**config.mk**
```make
export PLATFORM = sky130hd
export DESIGN_NAME = program_loader
export DESIGN_NICKNAME = d
export VERILOG_FILES = /design/src/rtl/program_loader.sv
export SDC_FILE = /design/constraint.sdc
export NUM_CORES = 1
export LEC_CHECK = 0
export BUFFER_PORTS_ARGS = -buffer_cell sky130_fd_sc_hd__buf_2
export CAP_MARGIN = 20
export CORE_UTILIZATION = 40
export CTS_CLUSTER_DIAMETER = 200
export CTS_CLUSTER_SIZE = 30
export DETAILED_ROUTE_END_ITERATION = 10
export GPL_ROUTABILITY_DRIVEN = 1
export GPL_TIMING_DRIVEN = 1
export PLACE_DENSITY = 0.68
export SYNTH_ARGS = -nofsm -noshare
export SYNTH_HDL_FRONTEND = slang
export SYNTH_SLANG_ARGS = --single-unit
```
**constraint.sdc**
```tcl
create_clock -name clk -period 3.1 [get_ports clk]
set_input_delay 0.62 -clock clk [delete_from_list [all_inputs] [get_ports clk]]
set_output_delay 0.62 -clock clk [all_outputs]
set_load 0.05 [all_outputs]
```
**src/rtl/program_loader.sv**
```systemverilog
// program_loader: assembles a byte stream into instruction words and writes them
// to instruction memory from address 0, holding the CPU for the whole load. Optional macro: CHECKSUM_EN.
module program_loader #(
    parameter int ADDR_W = 8,
    parameter int WORD_W = 16
) (
    input  logic              clk,
    input  logic              rst_n,
    input  logic              start,
    input  logic [7:0]        in_data,
    input  logic              in_valid,
    output logic              in_ready,
    output logic              im_we,
    output logic [ADDR_W-1:0] im_addr,
    output logic [WORD_W-1:0] im_wdata,
    output logic              cpu_hold,
    output logic              busy,
    output logic              done,
    output logic              err
);

    localparam int BYTES = WORD_W / 8;

    localparam logic [2:0] S_IDLE  = 3'd0;
    localparam logic [2:0] S_LEN   = 3'd1;
    localparam logic [2:0] S_BYTE  = 3'd2;
    localparam logic [2:0] S_WRITE = 3'd3;
`ifdef CHECKSUM_EN
    localparam logic [2:0] S_CHK   = 3'd4;
`endif
    localparam logic [2:0] S_FIN   = 3'd5;

    logic [2:0]        state, state_nx;
    logic [7:0]        count, index, byte_cnt;
    logic [WORD_W-1:0] shreg, word_nx;
    logic              xfer, last_byte, last_word;

    assign xfer      = in_valid & in_ready;
    assign word_nx   = (shreg << 8) | WORD_W'(in_data);
    assign last_byte = (byte_cnt == 8'(BYTES - 1));
    // count 0 encodes 256 words; the 8-bit wrap of count-1 gives 255
    assign last_word = (index == count - 8'd1);
    assign cpu_hold  = busy;

    always_comb begin
        state_nx = state;
        case (state)
            S_IDLE:  if (start) state_nx = S_LEN;
            S_LEN:   if (xfer) state_nx = S_BYTE;
            S_BYTE:  if (xfer && last_byte) state_nx = S_WRITE;
            S_WRITE: begin
                if (!last_word)
                    state_nx = S_BYTE;
                else
`ifdef CHECKSUM_EN
                    state_nx = S_CHK;
`else
                    state_nx = S_FIN;
`endif
            end
`ifdef CHECKSUM_EN
            S_CHK:   if (xfer) state_nx = S_FIN;
`endif
            S_FIN:   state_nx = S_IDLE;
            default: state_nx = S_IDLE;
        endcase
    end

    // Handshake and strobe outputs are registered from the next state
    always_ff @(posedge clk or negedge rst_n) begin
        if (!rst_n) begin
            state    <= S_IDLE;
            in_ready <= 1'b0;
            im_we    <= 1'b0;
            im_addr  <= '0;
            im_wdata <= '0;
            busy     <= 1'b0;
            done     <= 1'b0;
            count    <= '0;
            index    <= '0;
            byte_cnt <= '0;
            shreg    <= '0;
        end else begin
            state    <= state_nx;
`ifdef CHECKSUM_EN
            in_ready <= (state_nx == S_LEN) || (state_nx == S_BYTE) || (state_nx == S_CHK);
`else
            in_ready <= (state_nx == S_LEN) || (state_nx == S_BYTE);
`endif
            im_we    <= (state_nx == S_WRITE);
            done     <= (state_nx == S_FIN);
            busy     <= (state_nx != S_IDLE) && (state_nx != S_FIN);
            case (state)
                S_LEN: begin
                    if (xfer) begin
                        count    <= in_data;
                        index    <= '0;
                        byte_cnt <= '0;
                    end
                end
                S_BYTE: begin
                    if (xfer) begin
                        shreg <= word_nx;
                        if (last_byte) begin
                            byte_cnt <= '0;
                            im_addr  <= index[ADDR_W-1:0];
                            im_wdata <= word_nx;
                        end else begin
                            byte_cnt <= byte_cnt + 8'd1;
                        end
                    end
                end
                S_WRITE: if (!last_word) index <= index + 8'd1;
                default: ;
            endcase
        end
    end

`ifdef CHECKSUM_EN
    logic [7:0] csum;

    always_ff @(posedge clk or negedge rst_n) begin
        if (!rst_n) begin
            csum <= '0;
            err  <= 1'b0;
        end else begin
            if (state == S_IDLE && start) err <= 1'b0;
            if (state == S_LEN && xfer)
                csum <= in_data;
            else if (state == S_BYTE && xfer)
                csum <= csum ^ in_data;
            if (state == S_CHK && xfer) err <= (csum != in_data);
        end
    end
`else
    assign err = 1'b0;
`endif

endmodule

```
==> results.tsv <==
metric	value	unit
cp.arrival	2.97	ns
syn_avg_cell_area	9.51	µm²
swShare	45.9	%
worst_ir_drop_vdd	0.567	mV
setup_violations	0	
synth-edff-count	0	
synth.cell_area	2900	µm²
dp_hpwl	3.96	mm
whs	0.437	ns
ys_seq_area_share	54.4	%
via_count	2220	
antenna_found_initial	0	
gp_congestion	0.767	
p_per_area	1130	nW/µm²
crit_type	reg2reg	
p_leak	1.66	nW
synth_seq_cells	63	
clockPowerShare	18.2	%
drtPass1Iterations	4	
clkSinkCount	63	
coreArea	6910	µm²
synth_area_leaders	dfrtp_1 (54%), nand2_1 (13%), mux2_2 (3.1%)	
yosysMostFrequentCell	nand2_1	
status	finished, final reports clean	
die_y	87.2	µm
drt_iter0_markers	88	
antenna_left	0	
cts_setup_buffers	0	
syn2layout_area_growth	16.1	%
dp_cells	430	
p_int	0.00206	W
totalWireLength	5.87	mm
num_io_pins	42	
first_global_vias	2242	
cts.clk_slew.worst_paths	0.07	ns
synth_top_cell_by_area	dfrtp_1	
period_needed	2.71	ns
fin_skew	0.00963	ns
utilization	48.8	%
crit_path_start_kind	flip-flop	
grtUsageTotal	17.9	%
ff2ff_setup_slack	0.39	ns
cts_tree	done	
grt_pass1_wl	10.4	mm
pwr-share-seq	37.9	%
final_cell_area	3370	µm²
end_kind	flip-flop	
r2r_cells	8	
cts.hold.buffers_added	0	
cts_root_buf	clkbuf_8	
clk_latency	0.34	ns
cts_resized	0	
synth_cells	305	
grt_setup_unrepaired	no	
ys_types	46	
maxSlewHeadroom	47.6	%
syn_nets	321	
fin_cells	446	
maxCapViolCount	0	
reg2reg_from	count[0]$_DFFE_PN0P_	
start_util	42.0	%
required	3.36	ns
slew_violations	0	
h-tree-depth	3	
worstPathMaxFanout	15	
n_fill_cell	680	
ys.flop_type	dfrtp_1	
ctsLongestPathBuffers	2	
ys_warn_count	0	
hold_viol_final	0	
hp-class	in2async	
worstMarginPinSlew	0.787	ns
rr_endpoint	index[0]$_DFFE_PN0P_	
tns	0	ns
synth_common_cells	nand2_1 (102), dfrtp_1 (63), o21ai_0 (15)	
drive_gt1_share	21.7	%
numPortBuffers	40	
synth_top_area_share	54.4	%
viasPerCell	4.98	
power_switching	0.00174	W
routedWlPerCell	13.2	µm
grt_overflow	0	
dieArea	7600	µm²
antenna_cells	0	
drc_errors	0	
fmax	0.369	GHz
grt_max_degree	64	
combPwrFrac	43.9	%
cts_inserted_buffers	9	
fin_nets	361	
fin_crit_sh	87.3	%
async_flop_share	100	%
num_rows	30	
placed_area	3180	µm²
die_w	87.2	µm
-- worst max-delay path, stage by stage (launching register included) --
cell	delay, ns
dfrtp_1	0.42
inv_1	0.09
ha_1	0.23
or3b_1	0.41
nor4_1	0.20
o2111ai_1	0.15
a211oi_2	0.65
nand2b_1	0.27
mux2i_1	0.20
-- placed cells by master (no fill, tap or decap), drive strengths merged, types with 4 or more instances in the layout --
cell / synthesis / final
and2: 4 / 4
o31ai: 5 / 5
nand4: 4 / 4
nor3: 4 / 4
a21oi: 5 / 5
nand2: 102 / 102
inv: 5 / 5
o21ai: 16 / 16
or3: 5 / 5
nor2: 10 / 10
clkbuf: 9 / 10
nand2b: 7 / 7
buf: 6 / 44
xnor2: 6 / 6
ha: 4 / 4
mux2: 8 / 8
and3: 4 / 4
nand3: 5 / 5
clkinv: 0 / 4
dfrtp: 63 / 63
-- stage by stage --
step	total power [W]	setup WS, ns
CTS	0.00384	0.382
floorplan	0.00271	0.812
global placement	0.00309	0.551
finish	0.00380	0.393
global route	0.00408	0.0867
detailed placement	0.00313	0.399
-- flip-flops by register name, summed over array words and instances, names as in the netlist, 3 cells and up --
register,flops
state,3
im_wdata,16
index,8
count,8
shreg,8
byte_cnt,8
im_addr,8
-- cells by family (layout without fill, tap and decap cells) --
kind of cell | count (synthesis) | in the layout | synth area share [%]
and+or+nand+nor | 161 | 161 | 25.6
DFF | 63 | 63 | 54.4
AOI/OAI and AO/OA | 36 | 36 | 8.20
buffers and inverters | 20 | 65 | 3.11
muxes | 11 | 11 | 4.14
xor gates and xnor gates | 9 | 9 | 2.72
adders and majority gates | 4 | 4 | 1.73
other | 1 | 1 | 0.129
-- power groups by stage --
| stage | Clock (W) | Sequential, W | Combinational (W) |
|---|---|---|---|
| 3_3_place_gp | 0 | 0.00145 | 0.00164 |
| 4_1_cts | 0.000708 | 0.00145 | 0.00168 |
| 2_1_floorplan | 0 | 0.00192 | 0.000786 |
| 5_1_grt | 0.000741 | 0.00150 | 0.00183 |
| 6_report | 0.000692 | 0.00144 | 0.00167 |
| 3_5_place_dp | 0 | 0.00145 | 0.00168 |
-- how the worst max path moves through the flow --
stage / startpoint / end / cells past startpoint
after floorplan: count[0]$_DFFE_PN0P_ / index[6]$_DFFE_PN0P_ / 8
final: count[0]$_DFFE_PN0P_ / index[0]$_DFFE_PN0P_ / 8
after global placement: count[0]$_DFFE_PN0P_ / index[1]$_DFFE_PN0P_ / 8
after global routing: count[0]$_DFFE_PN0P_ / index[0]$_DFFE_PN0P_ / 8
after CTS: count[0]$_DFFE_PN0P_ / index[0]$_DFFE_PN0P_ / 8
after detailed placement: count[0]$_DFFE_PN0P_ / index[0]$_DFFE_PN0P_ / 8
-- layout make-up --
cell class | instances | area [µm²] | area share, %
Tap cell | 96 | 120 | 3.57
Timing Repair Buffer | 44 | 230 | 6.84
Clock inverter | 6 | 61.3 | 1.82
Clock buffer | 10 | 128 | 3.79
Inverter | 5 | 18.8 | 0.557
Sequential cell | 63 | 1580 | 46.8
Multi-Input combinational cell | 222 | 1230 | 36.6
-- routing by layer --
metal  GRT usage (%)  routed length (µm)  share of wire [%]  up-vias
met5               0                   0                  0        -
met4            6.56                  68                1.2        0
met3            5.02                 201                3.4        7
met2            29.8                2870                 49       45
met1            22.2                2740                 47     1066
li1                -                   -                  -     1102
Note: power is estimated with default switching activity, not from simulation.
